$ cat config.mk
export PLATFORM = sky130hd
export DESIGN_NAME = vic20_prg_loader
export DESIGN_NICKNAME = d
export VERILOG_FILES = /design/src/rtl/vic20_loader_pkg.sv /design/src/rtl/loader_fifo.sv /design/src/rtl/vic20_prg_loader.sv
export SDC_FILE = /design/constraint.sdc
export NUM_CORES = 1
export LEC_CHECK = 0
export CAP_MARGIN = 20
export CELL_PAD_IN_SITES_DETAIL_PLACEMENT = 0
export CELL_PAD_IN_SITES_GLOBAL_PLACEMENT = 1
export CORE_MARGIN = 1
export CORE_UTILIZATION = 49
export DETAILED_ROUTE_END_ITERATION = 7
export GPL_ROUTABILITY_DRIVEN = 0
export GPL_TIMING_DRIVEN = 0
export PLACE_DENSITY = 0.85
export SLEW_MARGIN = 20
export SYNTH_ARGS = -nofsm -noshare
export SYNTH_HDL_FRONTEND = slang
export SYNTH_SLANG_ARGS = --single-unit
$ cat constraint.sdc
create_clock -name clk_sys -period 7.23 [get_ports clk_sys]
set_clock_uncertainty 0.15 [all_clocks]
set_input_delay 2.169 -clock clk_sys [delete_from_list [all_inputs] [get_ports clk_sys]]
set_output_delay 2.169 -clock clk_sys [all_outputs]
set_load 0.1 [all_outputs]
$ cat src/rtl/vic20_loader_pkg.sv
// Shared states, constants and write payload type for the VIC-20 PRG/CRT download loader.
package vic20_loader_pkg;

  localparam int unsigned ADDR_W = 16;
  localparam int unsigned DATA_W = 8;
  localparam int unsigned INJ_N  = 8;

  localparam logic [4:0] IDX_PRG = 5'd1;
  localparam logic [4:0] IDX_CRT = 5'd2;

  typedef enum logic [2:0] {
    IDLE,
    HDR_LO,
    HDR_HI,
    DATA,
    DRAIN,
    INJECT,
    DONE
  } state_t;

  typedef struct packed {
    logic [ADDR_W-1:0] addr;
    logic [DATA_W-1:0] data;
  } mem_wr_t;

  // BASIC zero-page pointers (VARTAB, ARYTAB, STREND, end of load), sent as lo/hi pairs
  function automatic logic [ADDR_W-1:0] inj_addr(input logic [2:0] idx);
    case (idx)
      3'd0: inj_addr = 16'h002D;
      3'd1: inj_addr = 16'h002E;
      3'd2: inj_addr = 16'h002F;
      3'd3: inj_addr = 16'h0030;
      3'd4: inj_addr = 16'h0031;
      3'd5: inj_addr = 16'h0032;
      3'd6: inj_addr = 16'h00AE;
      3'd7: inj_addr = 16'h00AF;
      default: inj_addr = 16'h0000;
    endcase
  endfunction

endpackage

$ cat src/rtl/loader_fifo.sv
// Write buffer between the download stream and the memory handshake.
// Head entry is registered and presented whenever the FIFO is not empty.
module loader_fifo
  import vic20_loader_pkg::*;
#(
  parameter int unsigned DEPTH = 4
) (
  input  logic    clk_sys,
  input  logic    reset,
  input  logic    push,
  input  mem_wr_t push_data,
  input  logic    pop,
  output mem_wr_t head,
  output logic    valid,
  output logic    empty,
  output logic    full
);

  localparam int unsigned AW = (DEPTH > 1) ? $clog2(DEPTH) : 1;
  localparam int unsigned CW = AW + 1;

  mem_wr_t       mem_q [DEPTH];
  logic [AW-1:0] wr_ptr_q, rd_ptr_q, rd_ptr_n;
  logic [CW-1:0] count_q, count_n;
  logic          push_ok, pop_ok;

  // A push on a full FIFO is only taken when the head leaves in the same cycle
  always_comb begin
    pop_ok   = pop && !empty;
    push_ok  = push && (!full || pop_ok);
    rd_ptr_n = rd_ptr_q + AW'(pop_ok);
    count_n  = count_q + CW'(push_ok) - CW'(pop_ok);
  end

  always_ff @(posedge clk_sys) begin
    if (push_ok) begin
      mem_q[wr_ptr_q] <= push_data;
    end
  end

  always_ff @(posedge clk_sys) begin
    if (reset) begin
      wr_ptr_q <= '0;
      rd_ptr_q <= '0;
      count_q  <= '0;
      head     <= mem_wr_t'(0);
      valid    <= 1'b0;
      empty    <= 1'b1;
      full     <= 1'b0;
    end else begin
      if (push_ok) begin
        wr_ptr_q <= wr_ptr_q + AW'(1);
      end
      rd_ptr_q <= rd_ptr_n;
      count_q  <= count_n;
      if (count_n == '0) begin
        head <= mem_wr_t'(0);
      end else if (push_ok && (rd_ptr_n == wr_ptr_q)) begin
        head <= push_data;
      end else begin
        head <= mem_q[rd_ptr_n];
      end
      valid <= (count_n != '0);
      empty <= (count_n == '0);
      full  <= (count_n == CW'(DEPTH));
    end
  end

endmodule

$ cat src/rtl/vic20_prg_loader.sv
// PRG/CRT download loader: turns data_io bytes into buffered memory writes.
// Define VIC20_PRG_PTR_INJECT_EN to write the BASIC end pointers after a PRG.
module vic20_prg_loader
  import vic20_loader_pkg::*;
#(
  parameter logic [15:0] CRT_DEFAULT_ADDR = 16'hA000,
  parameter int unsigned FIFO_DEPTH       = 4
) (
  input  logic        clk_sys,
  input  logic        reset,
  input  logic        dl_active,
  input  logic [7:0]  dl_index,
  input  logic        dl_wr,
  input  logic [15:0] dl_addr,
  input  logic [7:0]  dl_data,
  input  logic        crt_hdr,
  output logic        mem_req,
  output logic [15:0] mem_addr,
  output logic [7:0]  mem_data,
  input  logic        mem_ack,
  output logic        busy,
  output logic        overflow,
  output logic [15:0] end_addr
);

  localparam int unsigned INJ_W = 4;

  state_t           state_q, state_d;
  logic [15:0]      load_q, load_d;
  logic [15:0]      count_q, count_d;
  logic [15:0]      end_addr_q, end_addr_d;
  logic             is_prg_q, is_prg_d;
  logic             overflow_q, overflow_d;
  logic [INJ_W-1:0] inj_idx_q, inj_idx_d;
  logic             push, pop;
  mem_wr_t          push_data, head;
  logic             fifo_valid, fifo_empty, fifo_full;
  logic [4:0]       idx;

  assign idx = dl_index[4:0];
  assign pop = mem_ack && fifo_valid;

  loader_fifo #(
    .DEPTH (FIFO_DEPTH)
  ) u_fifo (
    .clk_sys   (clk_sys),
    .reset     (reset),
    .push      (push),
    .push_data (push_data),
    .pop       (pop),
    .head      (head),
    .valid     (fifo_valid),
    .empty     (fifo_empty),
    .full      (fifo_full)
  );

  // Next-state and job bookkeeping
  always_comb begin
    state_d    = state_q;
    load_d     = load_q;
    count_d    = count_q;
    end_addr_d = end_addr_q;
    is_prg_d   = is_prg_q;
    overflow_d = overflow_q;
    inj_idx_d  = inj_idx_q;
    push       = 1'b0;
    push_data  = mem_wr_t'(0);

    unique case (state_q)
      IDLE: begin
        if (dl_active && ((idx == IDX_PRG) || (idx == IDX_CRT))) begin
          is_prg_d   = (idx == IDX_PRG);
          count_d    = '0;
          overflow_d = 1'b0;
          if ((idx == IDX_PRG) || crt_hdr) begin
            state_d = HDR_LO;
          end else begin
            load_d  = CRT_DEFAULT_ADDR;
            state_d = DATA;
          end
        end
      end
      HDR_LO: begin
        if (dl_wr) begin
          load_d[7:0] = dl_data;
          state_d     = HDR_HI;
        end
      end
      HDR_HI: begin
        if (dl_wr) begin
          load_d[15:8] = dl_data;
          state_d      = DATA;
        end
      end
      DATA: begin
        if (dl_wr) begin
          if (fifo_full && !pop) begin
            overflow_d = 1'b1;
          end else begin
            push           = 1'b1;
            push_data.addr = load_q + count_q;
            push_data.data = dl_data;
          end
          count_d = count_q + 16'd1;
        end
      end
      DRAIN: begin
        if (fifo_empty) begin
`ifdef VIC20_PRG_PTR_INJECT_EN
          inj_idx_d = '0;
          state_d   = is_prg_q ? INJECT : DONE;
`else
          state_d   = DONE;
`endif
        end
      end
      INJECT: begin
        // One pointer write outstanding at a time: queue the next only once the last has left
        if (fifo_empty) begin
          if (inj_idx_q == INJ_W'(INJ_N)) begin
            state_d = DONE;
          end else begin
            push           = 1'b1;
            push_data.addr = inj_addr(inj_idx_q[2:0]);
            push_data.data = inj_idx_q[0] ? end_addr_q[15:8] : end_addr_q[7:0];
            inj_idx_d      = inj_idx_q + INJ_W'(1);
          end
        end
      end
      DONE: begin
        state_d = IDLE;
      end
      default: begin
        state_d = IDLE;
      end
    endcase

    if (dl_wr && (state_q inside {DRAIN, INJECT, DONE})) begin
      overflow_d = 1'b1;
    end

    // End of stream: a byte in the same cycle has already been taken above
    if (!dl_active && (state_q inside {HDR_LO, HDR_HI, DATA})) begin
      if (state_d == DATA) begin
        state_d    = DRAIN;
        end_addr_d = load_d + count_d;
      end else begin
        state_d = IDLE;
      end
    end
  end

  always_ff @(posedge clk_sys) begin
    if (reset) begin
      state_q    <= IDLE;
      load_q     <= '0;
      count_q    <= '0;
      end_addr_q <= '0;
      is_prg_q   <= 1'b0;
      overflow_q <= 1'b0;
      inj_idx_q  <= '0;
      busy       <= 1'b0;
    end else begin
      state_q    <= state_d;
      load_q     <= load_d;
      count_q    <= count_d;
      end_addr_q <= end_addr_d;
      is_prg_q   <= is_prg_d;
      overflow_q <= overflow_d;
      inj_idx_q  <= inj_idx_d;
      busy       <= (state_d != IDLE);
    end
  end

  assign mem_req  = fifo_valid;
  assign mem_addr = head.addr;
  assign mem_data = head.data;
  assign overflow = overflow_q;
  assign end_addr = end_addr_q;

  // File offsets and the upper index bits carry nothing the loader needs
`ifdef VIC20_PRG_PTR_INJECT_EN
  logic unused_bits;
  assign unused_bits = ^{dl_index[7:5], dl_addr};
`else
  logic unused_bits;
  assign unused_bits = ^{dl_index[7:5], dl_addr, is_prg_q};
`endif

endmodule

== Yosys cells after proc, flatten, opt, wreduce, memory -nomap -nowiden ==
Memory sizes are Yosys's and may differ from the RTL's. A register that Yosys moved wholly into a read port is not among the register bits.
Index checks and enable logic that the tools add are counted.

* Register bits after elaboration: 67
* Word-level logic and storage cells: 102
* Memories: 2
* RAM bits: 96
* Bits in latches: 0
* Input port bits: 38
* Output and inout bits: 43
* ROM bits: 48

* $add $sub $neg: 8
* Muxes and demuxes: 39
* Divide/modulo/power cells: 0
* Eq/ne operators: 14
* Multiply operators: 0
* Reduce and logical (&&, ||, !) cells: 25
* Shift operators: 0
* $lt $le $gt $ge: 0
* Bitwise operators: 1

{| class="wikitable"
|+ Memory list
! memory !! depth !! bits a word !! read ports !! clocked after Yosys merged registers in !! write ports !! RTL line !! text
|-
| u_fifo.mem_q || 4 || 24 || 1 || 1 || 1 || loader_fifo.sv:22 || <nowiki>mem_wr_t mem_q [DEPTH];</nowiki>
|-
| (name not given) || 8 || 6 || 1 || 1 || 0 || vic20_loader_pkg.sv:28 || <nowiki>case (idx)</nowiki>
|}

{| class="wikitable"
|+ Operators by type and width
! kind !! count
|-
| $mux W24 || 4
|-
| $mux W16 || 4
|-
| $pmux W24 S2 || 1
|-
| $add A16 B16 Y16 || 2
|-
| $pmux W16 S2 || 1
|-
| $pmux W8 S2 || 2
|-
| $mux W3 || 10
|-
| $mux W8 || 3
|-
| $pmux W3 S6 || 1
|-
| $add A16 B1 Y16 const B || 1
|-
| $reduce_bool A3 Y1 || 5
|-
| $eq A3 B3 Y1 const B || 4
|-
| $mux W1 || 10
|-
| $eq A3 B2 Y1 const B || 3
|-
| $ne A3 B3 Y1 const B || 3
|-
| $logic_and A1 B1 Y1 || 7
|-
| $logic_not A3 Y1 || 2
|-
| $eq A5 B1 Y1 const B || 1
|-
| $eq A5 B2 Y1 const B || 1
|-
| $add A4 B1 Y4 const B || 1
|-
| $eq A4 B4 Y1 const B || 1
|-
| $logic_not A1 Y1 || 4
|-
| $pmux W1 S2 || 2
|-
| $reduce_and A4 Y1 || 1
|-
| other kinds (11) || 13
|}

== Depth between registers and ports, before layout ==
Gate-level depths: netlist of run 1.

* Depth after elaboration: 11
* Gate-level depth with buffers: 16
* Gate-level depth less buffers: 14

== Cells and area by module ==
From an unflattened synthesis of run 1, not the netlist that was laid out.

* Cell total of the unflattened synthesis: 814
* Area total of the unflattened synthesis: 9344.0 um^2

{| class="wikitable"
|+ Modules (own cells, without submodules)
! module !! area each (um^2) !! cells an instance !! seq. area each (um^2) !! times used
|-
| loader_fifo || 4857.2 || 253 || 3563.4 || 1
|-
| vic20_prg_loader || 4486.8 || 561 || 1241.2 || 1
|}

== Worst setup path before layout of run 1 ==
Ideal clock, no wire load.

* Path type: input to register
* Start point: in dl_index[4]
* End point: reg end_addr_q[8] (netlist: end_addr[8])
* Library setup time: 0.070 ns
* Stages: 14
* Arrival: 5.427 ns
* Path slack: 1.583 ns
* Path buffers: 1
* Data required time: 7.010 ns
* Cells stage by stage: or4b_4 > nor3_1 > a21oi_1 > or3_1 > clkbuf_1 > a22o_1 > ha_1 > fa_1 > a211oi_1 > o21bai_1 > a2111oi_0 > o31a_1 > o21ai_0 > a21oi_1

* Elaborated cells between the ends (all ways): 17
* Those cells by class: add/sub (1); eq/ne (3); mux (9); reduce/logical (4)

{| class="wikitable"
|+ RTL lines
! element !! RTL line !! text
|-
| start, declared || vic20_prg_loader.sv:12 || <nowiki>input logic [7:0] dl_index,</nowiki>
|-
| $eq A5 B1 Y1 / $eq A5 B2 Y1 (equally long branches) || vic20_prg_loader.sv:71, vic20_prg_loader.sv:75 ||
|-
| $logic_or A1 B1 Y1 (on tied branches) || vic20_prg_loader.sv:75, vic20_prg_loader.sv:71 ||
|-
| $mux W16 / $logic_and A1 B1 Y1 (equally long branches) || vic20_prg_loader.sv:75, vic20_prg_loader.sv:71 ||
|-
| $mux W16 (*) || vic20_prg_loader.sv:71 || <nowiki>if (dl_active && ((idx == IDX_PRG) || (idx == IDX_CRT))) begin</nowiki>
|-
| $pmux W8 S2 (*) || vic20_prg_loader.sv:69 || <nowiki>unique case (state_q)</nowiki>
|-
| named net load_d[0] || vic20_prg_loader.sv:29 || <nowiki>logic [15:0] load_q, load_d;</nowiki>
|-
| $add A16 B16 Y16 (*) || vic20_prg_loader.sv:146 || <nowiki>end_addr_d = load_d + count_d;</nowiki>
|-
| end signal, assigned || vic20_prg_loader.sv:167 || <nowiki>end_addr_q <= end_addr_d;</nowiki>
|-
| end, declared || vic20_prg_loader.sv:31 || <nowiki>logic [15:0] end_addr_q, end_addr_d;</nowiki>
|}

Mark *: on every way through the listed nets, which the timed path passes. The rest lies on a longest branch.
A chain may end at the register's enable or synchronous reset.

== Worst setup path after layout of run 1 ==
* Start point: in dl_active
* End point: reg end_addr_q[8] (netlist: end_addr[8])

* Elaborated cells between the ends (all ways): 13
* Those cells by class: add/sub (1); eq/ne (1); mux (7); reduce/logical (4)

{| class="wikitable"
|+ RTL lines
! element !! RTL line !! text
|-
| start, declared || vic20_prg_loader.sv:11 || <nowiki>input logic dl_active,</nowiki>
|-
| $logic_and A1 B1 Y1 || vic20_prg_loader.sv:71 ||
|-
| $mux W16 || vic20_prg_loader.sv:71 ||
|-
| $pmux W8 S2 || vic20_prg_loader.sv:69 ||
|-
| named net load_d[0] || vic20_prg_loader.sv:29 ||
|-
| $add A16 B16 Y16 || vic20_prg_loader.sv:146 ||
|}

The timed path passes the listed nets, and every way through them passes these cells.

==> metrics.yaml, run 1 <==
status: "finished clean"
seq_area_sq_um: 4805
crit_path_start_kind: "input port"
hold_class: "register to register"
hold_viol_final: 0
vias: 6864
drt_iter0_drc: 525
crit_path_frequent_cell: "a21oi_1"
report.power.total_mw: 2.183
yosys_most_used_dff: "edfxtp_1"
vias_per_cell: 5.902
clkLatencyLatePin_ps: 440
cts_tree: "done"
antenna_found_initial: 0
fillers: 1550
die_h_um: 140.8
rsz0062_at_grt: "false"
area_growth_pct: 16.30
cts-root-buf: "clkbuf_16"
final_antenna_net_count: 0
die-area_sq_um: 19830
routed_wl_mm: 23.33
grt_pass1_wl_mm: 36.40
cp_max_fo: 8
ys_seq_area_share_pct: 50.88
worstPathArrival_ps: 6650
holdBufCountCts: 0
cts_setup_buffers: 0
syn_area_sq_um: 9443
insertedDiodeCount: 0
worst-slew-pin-transition_ps: 979.7
path_buf_inv: 2
drc_errors: 0
yosys_warnings: 0
row_count: 50
core_sq_um: 18770
grt_usage_pct: 24.58
h-tree-depth: 4
critPathRequiredTime_ps: 7390
start_util_pct: 50.31
synth_cell_types: 76
synth-edff-count: 96
drt_first_pass_iters: 5
tns_ps: 0
grt_pass1_vias: 6603
path_class: "input port to register"
maxSlewViolCount: 0
worstPathCellList: "clkdlybuf4s50_1, or4b_4, nor3_1, a21oi_1, or3_1, clkbuf_1, a22o_1, ha_1, fa_1, a211oi_1, o21bai_1, a2111oi_0, nor4_1, o21ai_0, a21oi_1"
synthArstFlopShare_pct: 0
cts_resized: 0
synthCells: 837
crit_path_max_incr_delay_ps: 560
ios: 81
period_needed_ps: 6495
overflow: 0
finalNonFillerCells: 1163
setup_viol: 0
hpwl_mm: 17.00
die_x_um: 140.8
power_density_nw_per_um2: 198.7
dpl_cell_area_sq_um: 10340
multi_input_area_sq_um: 4409
vdd.ir_drop.worst_v: 0.0001565
drv_cap: 0
syn_avg_cell_area_sq_um: 11.28
grt_max_degree: 25
synth_seq_cells: 192
wl_per_cell_um: 20.06
cts.clk_slew.worst_paths_ps: 80
placed_cells: 1131
nets: 1000
crit_slowest_cell: "a2111oi_0"
port_buffers: 60
clock.fmax_mhz: 154.0
drive_above_1_share_pct: 9.257
cts.sinks: 192
leakagePower_nw: 4.091
synth_nets: 921
finalCritPeriodShare_pct: 89.83
fin_area_sq_um: 10980
clock_tree.buffer_depth: 2
crit_path_end_kind: "register"
crit_family: "compound AO/OA/AOI/OAI gates"
cts_buffers: 17
slew_headroom_pct: 34.48
-- cell usage after synthesis, types with 8 or more instances --
cell type	number	area share [%]
inv_1	18	0.72
nand4_1	13	0.86
buf_2	8	0.42
a21o_1	14	1.1
xnor2_1	14	1.3
mux4_2	24	5.7
or3_1	10	0.66
nand3b_1	10	0.79
a21oi_1	45	2.4
nand3_1	11	0.58
edfxtp_1	96	31
xor2_1	12	1.1
nor3_1	14	0.74
a22o_1	13	1.2
nand2_1	74	2.9
ha_1	43	5.7
and3_1	8	0.53
and2_1	13	0.86
dfxtp_1	96	20
nor2b_1	36	2.4
o21ai_0	47	2.5
mux2i_1	30	3.2
nor2_1	54	2.1
clkbuf_1	23	0.91
-- per-layer routing --
metal  vias up  wire [um]  part of all wire (%)  global-route usage, %
met2       256      10900                    47                  39.46
met4         0        809                   3.5                  11.61
met3        50       1262                   5.4                  3.872
met1      3271      10360                    44                  32.77
li1       3287          -                     -                      -
met5         -          0                     0                      0
-- path summary, 6_finish.rpt --
| kind | start | to | slack [ps] | depth (start not counted) |
|---|---|---|---|---|
| hold reg to reg | end_addr[1]$_SDFFE_PP0P_ | end_addr[1]$_SDFFE_PP0P_ | 330 | 2 |
| hold / removal | end_addr[1]$_SDFFE_PP0P_ | end_addr[1]$_SDFFE_PP0P_ | 330 | 2 |
| setup / recovery | dl_active | end_addr[8]$_SDFFE_PP0P_ | 740 | 15 |
| setup reg to reg | inj_idx_q[0]$_SDFFE_PP0P_ | u_fifo.head[23]$_SDFF_PP0_ | 2010 | 15 |
-- cells in the final DEF (no fill, tap or decap), types with 9 or more instances in the layout --
master           synthesis  layout
dfxtp_1                 96      96
edfxtp_1                96      96
nand2_1                 74      74
clkdlybuf4s50_1          0      60
nor2_1                  54      54
o21ai_0                 47      47
a21oi_1                 45      45
ha_1                    43      43
nor2b_1                 36      36
mux2i_1                 30      30
mux4_2                  24      24
clkbuf_1                23      23
inv_1                   18      18
clkbuf_16                0      17
nor3_1                  14      14
xnor2_1                 14      14
a21o_1                  14      14
nand4_1                 13      13
a22o_1                  13      13
xor2_1                  12      12
nand3_1                 11      11
nand3b_1                10      10
or3_1                   10      10
and2_1                  13       9
-- flip-flops by register name, summed over array words and instances (netlist names), 2 cells and up, named ones only --
| name | count |
|---|---|
| inj_idx_q | 4 |
| state_q | 3 |
| u_fifo.mem_q | 96 |
| u_fifo.wr_ptr_q | 2 |
| end_addr | 16 |
| u_fifo.count_q | 3 |
| count_q | 16 |
| load_q | 16 |
| u_fifo.head | 24 |
| u_fifo.rd_ptr_q | 2 |
-- kinds of logic (layout without fill, tap and decap cells) --
kind of cell               count (synthesis)  count (layout)  share of synthesized area (%)
AOI/OAI and AO/OA                        187             187                          13.17
xor gates and xnor gates                  28              28                          2.902
adders and majority gates                 46              46                          6.334
buffers and inverters                     56             148                          2.491
DFF                                      192             192                          50.88
muxes                                     54              54                          8.904
and+or+nand+nor                          274             274                          15.32
-- where the power goes --
group / total (mW) / internal [mW] / switching, mW
sequential: 1.13 / 1.13 / 0.000980
clock: 1.00 / 0.535 / 0.466
combinational: 0.0490 / 0.0185 / 0.0305
-- worst reg2reg max path, delay by kind of cell (launching register included) --
| kind | cells | cell delay, ps |
|---|---|---|
| flops | 1 | 380 |
| simple gates | 3 | 370 |
| buf+inv | 5 | 1160 |
| fa+ha+maj | 3 | 950 |
| compound gates | 4 | 2170 |
-- final cells by class --
| cell class | instances | share of cell area (%) |
|---|---|---|
| timing repair buffer | 60 | 5.469 |
| clock inverter | 15 | 1.948 |
| buffer | 37 | 1.493 |
| tap | 234 | 2.666 |
| multi-input combinational | 589 | 40.15 |
| inverter | 19 | 0.6494 |
| sequential | 192 | 43.75 |
| clock buffer | 17 | 3.874 |
-- metrics by stage --
| stage | util [%] | setup slack (ps) | hold slack (ps) |
|---|---|---|---|
| after CTS | 58.51 | 755.5 | 330.7 |
| final | 58.51 | 735.3 | 331.0 |
| after detailed placement | 55.10 | 300.2 | 316.9 |
| after global routing | 58.51 | 493.1 | 344.7 |
| after floorplan | - | 1583 | 317.3 |
| after global placement | 55.07 | 300.0 | 306.2 |
No activity file was read; power rests on OpenSTA's default activity.
==> run 2, diff against run 1 <==
--- a/config.mk
+++ b/config.mk
@@ -6,14 +6,14 @@
 export NUM_CORES = 1
 export LEC_CHECK = 0
 export CAP_MARGIN = 20
-export CELL_PAD_IN_SITES_DETAIL_PLACEMENT = 0
-export CELL_PAD_IN_SITES_GLOBAL_PLACEMENT = 1
+export CORE_ASPECT_RATIO = 1.5
 export CORE_MARGIN = 1
 export CORE_UTILIZATION = 49
+export CTS_CLUSTER_SIZE = 24
 export DETAILED_ROUTE_END_ITERATION = 7
 export GPL_ROUTABILITY_DRIVEN = 0
 export GPL_TIMING_DRIVEN = 0
-export PLACE_DENSITY = 0.85
+export PLACE_DENSITY = 0.71
 export SLEW_MARGIN = 20
 export SYNTH_ARGS = -nofsm -noshare
 export SYNTH_HDL_FRONTEND = slang
==> run 2 against run 1 <==
Compared with the run above: clock-buffer cell count stayed put; wire length grew 0.99%; register-to-register slack got worse by 70 ps; global-route usage rose by 0.60 points; sequential power hardly changed; fmax shrank 1.5%; flip-flop and latch count stayed put; sequential share of layout area shrank 0.11 points; critical path type unchanged.
==> metrics.yaml, run 2 (same netlist as run 1, synthesis figures left out) <==
r2r_cells: 16  # +1
ff2ff_setup_slack_ps: 1940  # -70 ps
path_class: "input port to register"
row_count: 61  # +22%
clock_tree.buffer_depth: 2  # unchanged
overflow: 0  # unchanged
core_sq_um: 18700  # -0.37%
drive_above_1_share_pct: 9.150  # -0.11 points
area_growth_pct: 16.60
nets: 1000  # unchanged
critPathRequiredTime_ps: 7390  # about the same
hold_viol_final: 0  # unchanged
cts.clk_slew.worst_paths_ps: 80  # about the same
status: "finished clean"
crit_path_end: "end_addr[8]$_SDFFE_PP0P_"
grt_pass1_vias: 6864  # +4.0%
crit_path_max_incr_delay_ps: 580  # +20 ps
cts_buffers: 17  # unchanged
reg.largest.list: "u_fifo.mem_q x96, u_fifo.head x24"
crit_path_end_kind: "register"
fin_ws_ps: 639.2  # -96.05 ps
hpwl_mm: 17.66  # +3.8%
pre_cts_ws_ps: 248.0  # -52.25 ps
wl_per_cell_um: 19.95  # -0.55%
tns_ps: 0  # unchanged
holdWs_ps: 323.0  # -7.979 ps
vias: 6898  # +0.50%
cts_setup_buffers: 0  # unchanged
grt_max_degree: 25  # unchanged
clkLatencyLatePin_ps: 440  # about the same
period_needed_ps: 6591  # +96.05 ps
drt_first_pass_iters: 4  # -1
switching_share_pct: 21.98  # -0.80 points
finalNonFillerCells: 1181  # +1.5%
grt_pass1_wl_mm: 36.36  # about the same
internal_power_mw: 1.714  # +1.7%
hold_class: "register to register"
leakagePower_nw: 4.100  # +0.22%
rsz0062_at_grt: "false"
maxSlewViolCount: 0  # unchanged
clock.fmax_mhz: 151.7  # -1.5%
drv_cap: 0  # unchanged
worst-slew-pin-transition_ps: 978.4  # -1.275 ps
worstPathCellList: "clkdlybuf4s50_1, or4b_4, or3_1, nand2_1, o21ai_0, a21o_1, ha_1, fa_1, a211oi_1, o21bai_1, a2111oi_0, nor4_1, o21ai_0, a21oi_1"
cp-startpoint: "dl_active"
slew_headroom_pct: 34.57  # +0.085 points
r2r_start: "inj_idx_q[0]$_SDFFE_PP0P_"
crit_family: "compound AO/OA/AOI/OAI gates"
power_frac_comb_pct: 2.2  # about the same
die_h_um: 172.0  # +22%
p_clk_share_pct: 46.2  # +0.3 points
insertedDiodeCount: 0  # unchanged
setup_viol: 0  # unchanged
fin_util_pct: 58.88  # +0.37 points
cts.sinks: 192  # unchanged
drt_iter0_drc: 344  # -34%
antenna_found_initial: 0  # unchanged
mostFrequentLayoutCells: "96 x dfxtp_1, 96 x edfxtp_1, 74 x nand2_1, 60 x clkdlybuf4s50_1, 54 x nor2_1"
placed_cells: 1149  # +1.6%
path_depth: 14  # -1
ios: 81  # unchanged
crit_path_frequent_cell: "o21ai_0"
holdPathStages: 2  # unchanged
finalCritPeriodShare_pct: 91.16  # +1.3 points
cts-root-buf: "clkbuf_16"
rr_endpoint: "u_fifo.head[20]$_SDFF_PP0_"
holdBufCountCts: 0  # unchanged
port_buffers: 60  # unchanged
crit_path_start_kind: "input port"
cts_resized: 0  # unchanged
vias_per_cell: 5.841  # -1.0%
top_register: "u_fifo.mem_q"
cts_tree: "done"
path_buf_inv: 1  # -1
die_x_um: 115.3  # -18%
crit_slowest_cell: "a2111oi_0"
die-area_sq_um: 19840  # about the same
start_util_pct: 50.50  # +0.19 points
worstPathArrival_ps: 6750  # +100 ps
power_density_nw_per_um2: 199.5  # +0.36%
final_antenna_net_count: 0  # unchanged
h-tree-depth: 4  # unchanged
largest_reg_flops: 96  # unchanged
drc_errors: 0  # unchanged
routed_wl_mm: 23.56  # +0.99%
p_seq_share_pct: 51.6  # -0.3 points
vdd.ir_drop.worst_v: 0.0001998  # +28%
cp_max_fo: 5  # -3
grt_usage_pct: 25.19  # +0.60 points
power_switching_mw: 0.4826  # -2.9%
## run 2: cell types whose count changed in the layout (fill, tap and decap cells not counted)
cell	delta
clkinvlp_4	-2
clkinv_8	-1
bufinv_16	+1
inv_6	+1
inv_8	-2
clkinv_4	+2
clkinv_1	+1
## run 2: area by class of cell
type / count / area (sq um)
flip-flops and latches: 192 / 4805
repair buffers: 60 / 600.6
plain buffers: 37 / 163.9
clock inverters: 15 / 220.2
fillers: 1573 / 7689
inverters: 19 / 71.32
clock buffers: 17 / 425.4
well taps: 252 / 315.3
multi-input cells: 589 / 4409
## run 2: worst min-delay path, delay by kind of cell (launching register included)
family,cells,cell delay (ps)
flip-flops,1,330
AND/OR/NAND/NOR,1,50
AO/OA/AOI/OAI,1,50
## run 2: per-stage QoR
| step | instance area (sq um) | total power [mW] |
|---|---|---|
| 4_1_cts | 11010 | 2.202 |
| 5_1_grt | 11010 | 2.242 |
| 2_1_floorplan | 9443 | 1.182 |
| 3_5_place_dp | 10360 | 1.205 |
| 6_report | 11010 | 2.196 |
| 3_3_place_gp | 10360 | 1.205 |
## run 2: power by group through the flow
stage	clock, mW	sequential, mW	combinational (mW)
3_5_place_dp	0	1.16	0.0476
5_1_grt	1.06	1.13	0.0508
4_1_cts	1.02	1.13	0.0479
2_1_floorplan	0	1.16	0.0228
3_3_place_gp	0	1.16	0.0475
6_report	1.02	1.13	0.0484
## run 2: layer usage
| layer | vias to the layer above | GRT usage (%) | part of all wire [%] |
|---|---|---|---|
| li1 | 3285 | - | - |
| met1 | 3362 | 26.26 | 38 |
| met2 | 202 | 47.59 | 54 |
| met3 | 49 | 3.750 | 3.4 |
| met4 | 0 | 13.83 | 4.1 |
| met5 | - | 0 | 0 |
## run 2: how the worst min path moves through the flow
stage                              start                        end
4_1_cts         end_addr[6]$_SDFFE_PP0P_   end_addr[6]$_SDFFE_PP0P_
2_1_floorplan  inj_idx_q[3]$_SDFFE_PP0P_  inj_idx_q[3]$_SDFFE_PP0P_
3_5_place_dp    end_addr[1]$_SDFFE_PP0P_   end_addr[1]$_SDFFE_PP0P_
5_1_grt         end_addr[1]$_SDFFE_PP0P_   end_addr[1]$_SDFFE_PP0P_
6_report        end_addr[6]$_SDFFE_PP0P_   end_addr[6]$_SDFFE_PP0P_
3_3_place_gp    end_addr[9]$_SDFFE_PP0P_   end_addr[9]$_SDFFE_PP0P_
